### src/rtl/oled_pkg.sv
// Shared definitions for the OLED text path: control codes, FSM encoding, grid byte addressing.
// OLED_TEXT_SCROLL_EN adds the SCROLL state; without it overflow wraps to the top row.
package oled_pkg;

  localparam logic [7:0] CHR_BS = 8'h08;
  localparam logic [7:0] CHR_LF = 8'h0A;
  localparam logic [7:0] CHR_FF = 8'h0C;
  localparam logic [7:0] CHR_CR = 8'h0D;

`ifdef OLED_TEXT_SCROLL_EN
  typedef enum logic [1:0] {
    ST_IDLE   = 2'd0,
    ST_CLEAR  = 2'd1,
    ST_SCROLL = 2'd2
  } state_e;
`else
  typedef enum logic [1:0] {
    ST_IDLE  = 2'd0,
    ST_CLEAR = 2'd1
  } state_e;
`endif

  // Row 0 col 0 lands in the most significant byte so the grid reads like a string literal.
  function automatic int cell_idx(input int r, input int c, input int ncol, input int ncell);
    return ncell - 1 - (r * ncol + c);
  endfunction

endpackage

### src/rtl/oled_refresh_ctrl.sv
// Refresh request generator: dirty flag plus holdoff counter, o_START is a one-cycle pulse.
// Latency: start is combinational from registered state and oled_ready; a grid change always wins over the clear.
module oled_refresh_ctrl #(
  parameter int HOLDOFF_CYCLES = 1000
) (
  input  logic clk,
  input  logic rst_n,
  input  logic grid_chg,
  input  logic oled_ready,
  input  logic idle,
  output logic start
);

  localparam int HW = (HOLDOFF_CYCLES > 1) ? $clog2(HOLDOFF_CYCLES) : 1;

  logic [HW-1:0] holdoff_q;
  logic          dirty_q;

  assign start = dirty_q & oled_ready & idle & (holdoff_q == '0);

  always_ff @(posedge clk) begin
    if (!rst_n) begin
      dirty_q   <= 1'b1;
      holdoff_q <= '0;
    end else begin
      dirty_q <= grid_chg | (dirty_q & ~start);
      if (start) begin
        holdoff_q <= HW'(HOLDOFF_CYCLES - 1);
      end else if (holdoff_q != '0) begin
        holdoff_q <= holdoff_q - 1'b1;
      end
    end
  end

endmodule

### src/rtl/oled_text_buffer.sv
// Character-grid terminal front-end for the OLED text renderer; OLED_TEXT_SCROLL_EN selects scroll vs wrap-to-top.
// Latency: grid updates 1 cycle after accept; backpressure: o_READY low while clearing (one row per cycle) or scrolling.
module oled_text_buffer
  import oled_pkg::*;
#(
  parameter int         NUM_ASCII_COL  = 12,
  parameter int         NUM_ASCII_ROW  = 8,
  parameter int         HOLDOFF_CYCLES = 1000,
  parameter logic [7:0] BLANK_CHAR     = 8'h20
) (
  input  logic                                   i_CLK,
  input  logic                                   i_RST_N,
  input  logic [7:0]                             i_CHAR,
  input  logic                                   i_VALID,
  output logic                                   o_READY,
  input  logic                                   i_OLED_READY,
  output logic                                   o_START,
  output logic [NUM_ASCII_COL*NUM_ASCII_ROW*8-1:0] o_ASCII,
  output logic [$clog2(NUM_ASCII_ROW)-1:0]       o_CURSOR_ROW,
  output logic [$clog2(NUM_ASCII_COL)-1:0]       o_CURSOR_COL
);

  localparam int N    = NUM_ASCII_COL * NUM_ASCII_ROW;
  localparam int RW   = $clog2(NUM_ASCII_ROW);
  localparam int CW   = $clog2(NUM_ASCII_COL);
  localparam int ROWB = NUM_ASCII_COL * 8;
  localparam logic [RW-1:0]   LAST_ROW   = RW'(NUM_ASCII_ROW - 1);
  localparam logic [CW-1:0]   LAST_COL   = CW'(NUM_ASCII_COL - 1);
  localparam logic [N*8-1:0]  BLANK_GRID = {N{BLANK_CHAR}};
  localparam logic [ROWB-1:0] BLANK_ROW  = {NUM_ASCII_COL{BLANK_CHAR}};

  state_e          state_q, state_d;
  logic [N*8-1:0]  grid_q, grid_d;
  logic [RW-1:0]   row_q, row_d, clr_q, clr_d;
  logic [CW-1:0]   col_q, col_d;
  logic            ready_q;
  logic            accept;
  logic            adv_row;
  logic            grid_chg;

  // ready_q is only high in IDLE, so an accepted byte implies IDLE.
  assign accept = i_VALID & ready_q;

  always_comb begin
    state_d  = state_q;
    grid_d   = grid_q;
    row_d    = row_q;
    col_d    = col_q;
    clr_d    = clr_q;
    adv_row  = 1'b0;
    grid_chg = 1'b0;
    unique case (state_q)
      ST_IDLE: begin
        if (accept) begin
          if (i_CHAR >= 8'h20 && i_CHAR <= 8'h7E) begin
            grid_d[cell_idx(int'(row_q), int'(col_q), NUM_ASCII_COL, N)*8 +: 8] = i_CHAR;
            grid_chg = 1'b1;
            if (col_q == LAST_COL) begin
              col_d   = '0;
              adv_row = 1'b1;
            end else begin
              col_d = col_q + 1'b1;
            end
          end else if (i_CHAR == CHR_CR) begin
            col_d = '0;
          end else if (i_CHAR == CHR_LF) begin
            adv_row = 1'b1;
          end else if (i_CHAR == CHR_BS) begin
            if (col_q != '0) begin
              col_d = col_q - 1'b1;
              grid_d[cell_idx(int'(row_q), int'(col_q) - 1, NUM_ASCII_COL, N)*8 +: 8] = BLANK_CHAR;
              grid_chg = 1'b1;
            end
          end else if (i_CHAR == CHR_FF) begin
            state_d = ST_CLEAR;
            clr_d   = '0;
          end
        end
      end
      ST_CLEAR: begin
        grid_d[(N - int'(clr_q) * NUM_ASCII_COL) * 8 - 1 -: ROWB] = BLANK_ROW;
        grid_chg = 1'b1;
        if (clr_q == LAST_ROW) begin
          state_d = ST_IDLE;
          row_d   = '0;
          col_d   = '0;
        end else begin
          clr_d = clr_q + 1'b1;
        end
      end
`ifdef OLED_TEXT_SCROLL_EN
      ST_SCROLL: begin
        grid_d   = {grid_q[N*8-ROWB-1:0], BLANK_ROW};
        grid_chg = 1'b1;
        state_d  = ST_IDLE;
      end
`endif
      default: state_d = ST_IDLE;
    endcase

    // Cursor moving past the last row: scroll next cycle, or wrap and blank the top row now.
    if (adv_row) begin
      if (row_q == LAST_ROW) begin
`ifdef OLED_TEXT_SCROLL_EN
        state_d = ST_SCROLL;
`else
        row_d    = '0;
        grid_d[N*8-1 -: ROWB] = BLANK_ROW;
        grid_chg = 1'b1;
`endif
      end else begin
        row_d = row_q + 1'b1;
      end
    end
  end

  always_ff @(posedge i_CLK) begin
    if (!i_RST_N) begin
      state_q <= ST_IDLE;
      grid_q  <= BLANK_GRID;
      row_q   <= '0;
      col_q   <= '0;
      clr_q   <= '0;
      ready_q <= 1'b0;
    end else begin
      state_q <= state_d;
      grid_q  <= grid_d;
      row_q   <= row_d;
      col_q   <= col_d;
      clr_q   <= clr_d;
      ready_q <= (state_d == ST_IDLE);
    end
  end

  oled_refresh_ctrl #(
    .HOLDOFF_CYCLES(HOLDOFF_CYCLES)
  ) u_refresh (
    .clk        (i_CLK),
    .rst_n      (i_RST_N),
    .grid_chg   (grid_chg),
    .oled_ready (i_OLED_READY),
    .idle       (ready_q),
    .start      (o_START)
  );

  assign o_READY      = ready_q;
  assign o_ASCII      = grid_q;
  assign o_CURSOR_ROW = row_q;
  assign o_CURSOR_COL = col_q;

endmodule

### config.mk
export PLATFORM = sky130hd
export DESIGN_NAME = oled_text_buffer
export DESIGN_NICKNAME = d
export VERILOG_FILES = /design/src/rtl/oled_pkg.sv /design/src/rtl/oled_refresh_ctrl.sv /design/src/rtl/oled_text_buffer.sv
export SDC_FILE = /design/constraint.sdc
export NUM_CORES = 2
export LEC_CHECK = 0
export CORE_AREA = 2 2 304 306
export CTS_CLUSTER_DIAMETER = 150
export DETAILED_ROUTE_END_ITERATION = 12
export DIE_AREA = 0 0 306 308
export GPL_ROUTABILITY_DRIVEN = 0
export GPL_TIMING_DRIVEN = 0
export HOLD_SLACK_MARGIN = 0.02
export SLEW_MARGIN = 20
export SYNTH_ARGS = -nofsm -noshare
export SYNTH_HDL_FRONTEND = slang
export SYNTH_SLANG_ARGS = --single-unit
### constraint.sdc
create_clock -name i_CLK -period 12 [get_ports i_CLK]
set_input_delay 2.4 -clock i_CLK [delete_from_list [all_inputs] [get_ports i_CLK]]
set_output_delay 2.4 -clock i_CLK [all_outputs]
set_load 0.05 [all_outputs]
==> summary.txt <==
Power
  – Sw Pwr: 1640 uW
  – Combinational Power Share: 9.0%
  – Proportion of power drawn by the clock network: 47.1%
  – Power share of the sequential group: 43.8%
  – Pwr/cell area: 138 nW/um^2
  – Maximum vdd drop: 0.102 mV
  – Switching share of power: 27.0%
  – Leakage: 0.0155 uW
  – P_int: 4440 uW

Finish
  – Final non-filler cell area: 44100 sq um
  – Area added between synthesis and finish: 39.6%
  – Share of layout cells above drive strength 1: 5.36%
  – Number of filler cells placed in the layout: 8615
  – Number of nets in the finished design: 4336

Global routing
  – Maximum number of pins on one net before global-route repair: 15
  – Global-route wire length before repair: 235 mm
  – GRT overflow: 0
  – Total track usage: 34.6%
  – Number of global-route vias before repair: 30.7k
  – Initial antenna violation count: 1

Routing
  – DRC: 0
  – DR top layer: met5
  – Number of vias in the routed layout: 33.6k
  – Post-route antenna net violation count: 0
  – Met1 wire length: 65.5 mm
  – Final routed wirelength across all metal layers: 171 mm
  – Average wire per cell in the routed design: 31.0 um
  – Amount of wire on met2 after detailed routing: 71.9 mm
  – Number of detailed-route iterations in the first pass: 13
  – 1st-iter DRT viols: 4992
  – Routed wire length on met3: 23.7 mm
  – Number of vias per cell after detailed routing: 6.08

Floorplanning
  – Horizontal die dimension: 306 um
  – Num rows: 111
  – Core Box Area: 91000 sq um
  – Die height: 308 um
  – I/O Pins: 789
  – Initial standard-cell utilization of the core: 34.8%
  – Area of the die: 94200 sq um

CTS
  – Number of gates given a new drive strength after cts: 0
  – Sink Count: 792
  – Quantity of hold-fixing buffers added after cts: 0
  – CTS tree: yes
  – Deepest clock path buffer count: 3
  – Buffer type at the clock tree root: sky130_fd_sc_hd__clkbuf_16
  – Clock transition at path regs: 60 ps
  – Number of buffers created by CTS: 87
  – Latest clock arrival within the worst-skew pair: 700 ps
  – H-tree lvl count: 3
  – Number of buffers inserted to repair setup after CTS: 0

Critical path
  – Reg2reg setup slack: 4960 ps
  – Launch point of the worst reg-to-reg path: o_CURSOR_ROW[0]
  – CP max stage delay: 650 ps
  – Reg2reg end: o_ASCII[203]
  – Largest fanout on the critical path: 10
  – Kind of launch point of the worst setup path: flop
  – Critical path endpoint category: flop
  – Slowest library cell on the worst path: sky130_fd_sc_hd__or3_1
  – Buffering stage count on the worst path with inverters included: 3
  – Arrival time at the worst endpoint: 7570 ps
  – Reg2Reg Depth: 20
  – Cell Chain, Critical Path: ha_1 > inv_1 > fa_1 > xor2_2 > inv_1 > ha_1 > fa_1 > or2_2 > a221oi_4 > nor4b_2 > nand2_1 > ha_1 > nor4_1 > and3_1 > nand3_1 > or3_1 > buf_2 > o21ai_1 > nand2_1 > o2bb2ai_1
  – Most numerous cell on the critical path: sky130_fd_sc_hd__ha_1
  – Beginning of the critical path: o_CURSOR_ROW[0]
  – Worst path top cell family by delay: simple AND/OR/NAND/NOR gates
  – Required time of the worst setup path: 12530 ps
  – Instance count on the critical path: 20
  – Endpoint of the worst setup timing path: o_ASCII[203]
  – Category of the critical setup timing path: reg -> reg

Synthesis
  – Part of the Yosys area used for sequential elements: 50.2%
  – Yosys reg bits: 792
  – Synthesis Warnings: 0
  – Nets in the synthesized netlist: 3456
  – Count of flip-flops with a built-in enable after synthesis: 0
  – Async S/R FF share, synth: 0%
  – Count of different cell masters after synthesis: 93
  – Combined area of all synthesized cells: 31600 sq um
  – Top flip-flop cell by instance count after synthesis: sky130_fd_sc_hd__dfxtp_1
  – Cells after Synth: 3397
  – Synthesized area per cell: 9.31 sq um

Flow run
  – Max Cap Violations: 0

STA
  – Setup Viol. Count Final: 0
  – Setup clock skew after layout: 55.3 ps
  – Peak clock frequency supported by timing: 0.142 GHz
  – Number of hold violations in the final report: 0
  – Slew Viols, Final: 0
  – Setup TNS: 0 ps
  – Min Clock Period, post-route: 7040 ps
  – Final period utilization: 58.7%
  – Rel. slew slack: 14.4%
  – Actual slew at the worst max-slew pin: 1280 ps
  – Unrepaired setup endpoints after global routing: false

Place
  – Placed instance area: 41100 sq um
  – Buffers added on ports: 787
  – Total half-perimeter wirelength after legalization and detailed placement: 132 mm

Hold path
  – Min-Delay Path Class: reg -> reg
  – Hold depth: 2

Run status
  – Status: complete, no violations
cell usage after synthesis (all sizes together), types with 13 or more instances:
cell type,number,share of area [%]
o22ai,44,0.87
o21a,16,0.38
a22oi,47,1.1
ha,43,1.7
o21ai,214,3.4
xnor2,14,0.39
nor3b,13,0.31
o31ai,18,0.43
nand2b,15,0.30
nor3,94,1.6
nor2,347,4.1
o221ai,45,1.3
o2bb2ai,318,8.8
a21oi,195,3.1
a22o,147,4.1
nand3,69,1.1
inv,65,0.77
or3,13,0.27
and2,75,1.5
nand4,15,0.30
clkbuf,167,2.0
dfxtp,792,50
o211ai,23,0.55
and3,47,0.93
buf,27,0.45
a21o,16,0.38
a31oi,17,0.34
a211oi,26,0.70
nand2,300,3.6
placed cells by master (no fill, tap or decap), types with 18 or more instances in the layout:
cell	Yosys	final
sky130_fd_sc_hd__clkdlybuf4s50_1	0	787
sky130_fd_sc_hd__a22o_1	147	147
sky130_fd_sc_hd__o2bb2ai_1	318	318
sky130_fd_sc_hd__o22ai_1	44	44
sky130_fd_sc_hd__nor3_1	90	86
sky130_fd_sc_hd__a22oi_1	47	47
sky130_fd_sc_hd__nand3_1	67	67
sky130_fd_sc_hd__clkbuf_1	167	187
sky130_fd_sc_hd__and3_1	47	47
sky130_fd_sc_hd__nand2_1	300	300
sky130_fd_sc_hd__dfxtp_1	792	792
sky130_fd_sc_hd__o211ai_1	23	23
sky130_fd_sc_hd__o221ai_1	41	37
sky130_fd_sc_hd__o21ai_1	39	36
sky130_fd_sc_hd__buf_2	18	19
sky130_fd_sc_hd__a211oi_1	21	21
sky130_fd_sc_hd__o21ai_0	174	173
sky130_fd_sc_hd__clkbuf_16	0	87
sky130_fd_sc_hd__clkbuf_8	0	18
sky130_fd_sc_hd__and2_1	70	70
sky130_fd_sc_hd__a21oi_1	193	193
sky130_fd_sc_hd__ha_1	43	43
sky130_fd_sc_hd__nor2_1	347	345
sky130_fd_sc_hd__inv_1	65	65
state kept, by name, indices dropped and copies added (netlist names):
| register | flops |
|---|---|
| o_ASCII | 768 |
| u_refresh.dirty_q | 1 |
| state_q | 2 |
| o_READY | 1 |
| o_CURSOR_ROW | 3 |
| clr_q | 3 |
| u_refresh.holdoff_q | 10 |
| o_CURSOR_COL | 4 |
tightest hold or removal path: cells and delay by family, from the launching register on:
family / cells / cell delay (ps)
AND/OR/NAND/NOR: 2 / 80
flip-flops: 1 / 310
how the worst min path moves through the flow:
stage / start / endpoint
after floorplan: u_refresh.holdoff_q[7] / u_refresh.holdoff_q[7]
after global placement: o_ASCII[615] / o_ASCII[615]
after detailed placement: o_ASCII[719] / o_ASCII[719]
after CTS: o_ASCII[199] / o_ASCII[199]
after global routing: o_ASCII[719] / o_ASCII[719]
final: o_ASCII[199] / o_ASCII[199]
layout make-up:
class                           count  area (sq um)  share of cell area (%)
Multi-Input combinational cell   2345         14900                    33.7
Clock inverter                     34           519                    1.18
Clock buffer                      125          2500                    5.66
Tap cell                         1186          1480                    3.36
Timing Repair Buffer              791          7910                    17.9
Sequential cell                   792         15900                    35.9
Buffer                            194           769                    1.74
Antenna cell                        1          2.50                 0.00567
Inverter                           66           248                   0.561
cells by family (layout without fill, tap and decap cells):
| family | count (synthesis) | count (layout) | synth area share [%] |
|---|---|---|---|
| muxes | 12 | 12 | 0.396 |
| DFF | 792 | 792 | 50.2 |
| xor gates and xnor gates | 25 | 25 | 0.760 |
| other | 1 | 2 | 0.0119 |
| and+or+nand+nor | 1034 | 1034 | 15.1 |
| buffers and inverters | 260 | 1210 | 3.22 |
| AOI/OAI and AO/OA | 1226 | 1226 | 28.4 |
| adders and majority gates | 47 | 47 | 1.96 |
stage by stage:
| stage | setup WS, ps | hold WS [ps] | util (%) | power [uW] | cells |
|---|---|---|---|---|---|
| 4_1_cts | 5040 | 433 | 48.5 | 6070 | 5533 |
| 2_1_floorplan | 6060 | 469 | - | 3040 | 3397 |
| 3_5_place_dp | 4960 | 425 | 45.2 | 3240 | 5374 |
| 6_report | 4960 | 434 | 48.5 | 6080 | 5534 |
| 3_3_place_gp | 4790 | 419 | 45.0 | 3230 | 5370 |
| 5_1_grt | 4630 | 455 | 48.5 | 6230 | 5533 |
power by group through the flow:
stage | clock network (uW) | registers (uW) | logic, uW
floorplan | 0 | 2730 | 314
global placement | 0 | 2720 | 511
detailed placement | 0 | 2720 | 518
CTS | 2880 | 2660 | 520
global route | 2990 | 2670 | 569
finish | 2860 | 2660 | 549
routing by layer:
| metal | vias up | global-route usage, % |
|---|---|---|
| met5 | - | 0 |
| met1 | 16100 | 42.4 |
| met4 | 9 | 16.2 |
| met2 | 2481 | 51.8 |
| li1 | 14500 | - |
| met3 | 619 | 15.2 |
Power figures use the tool's default switching activity.
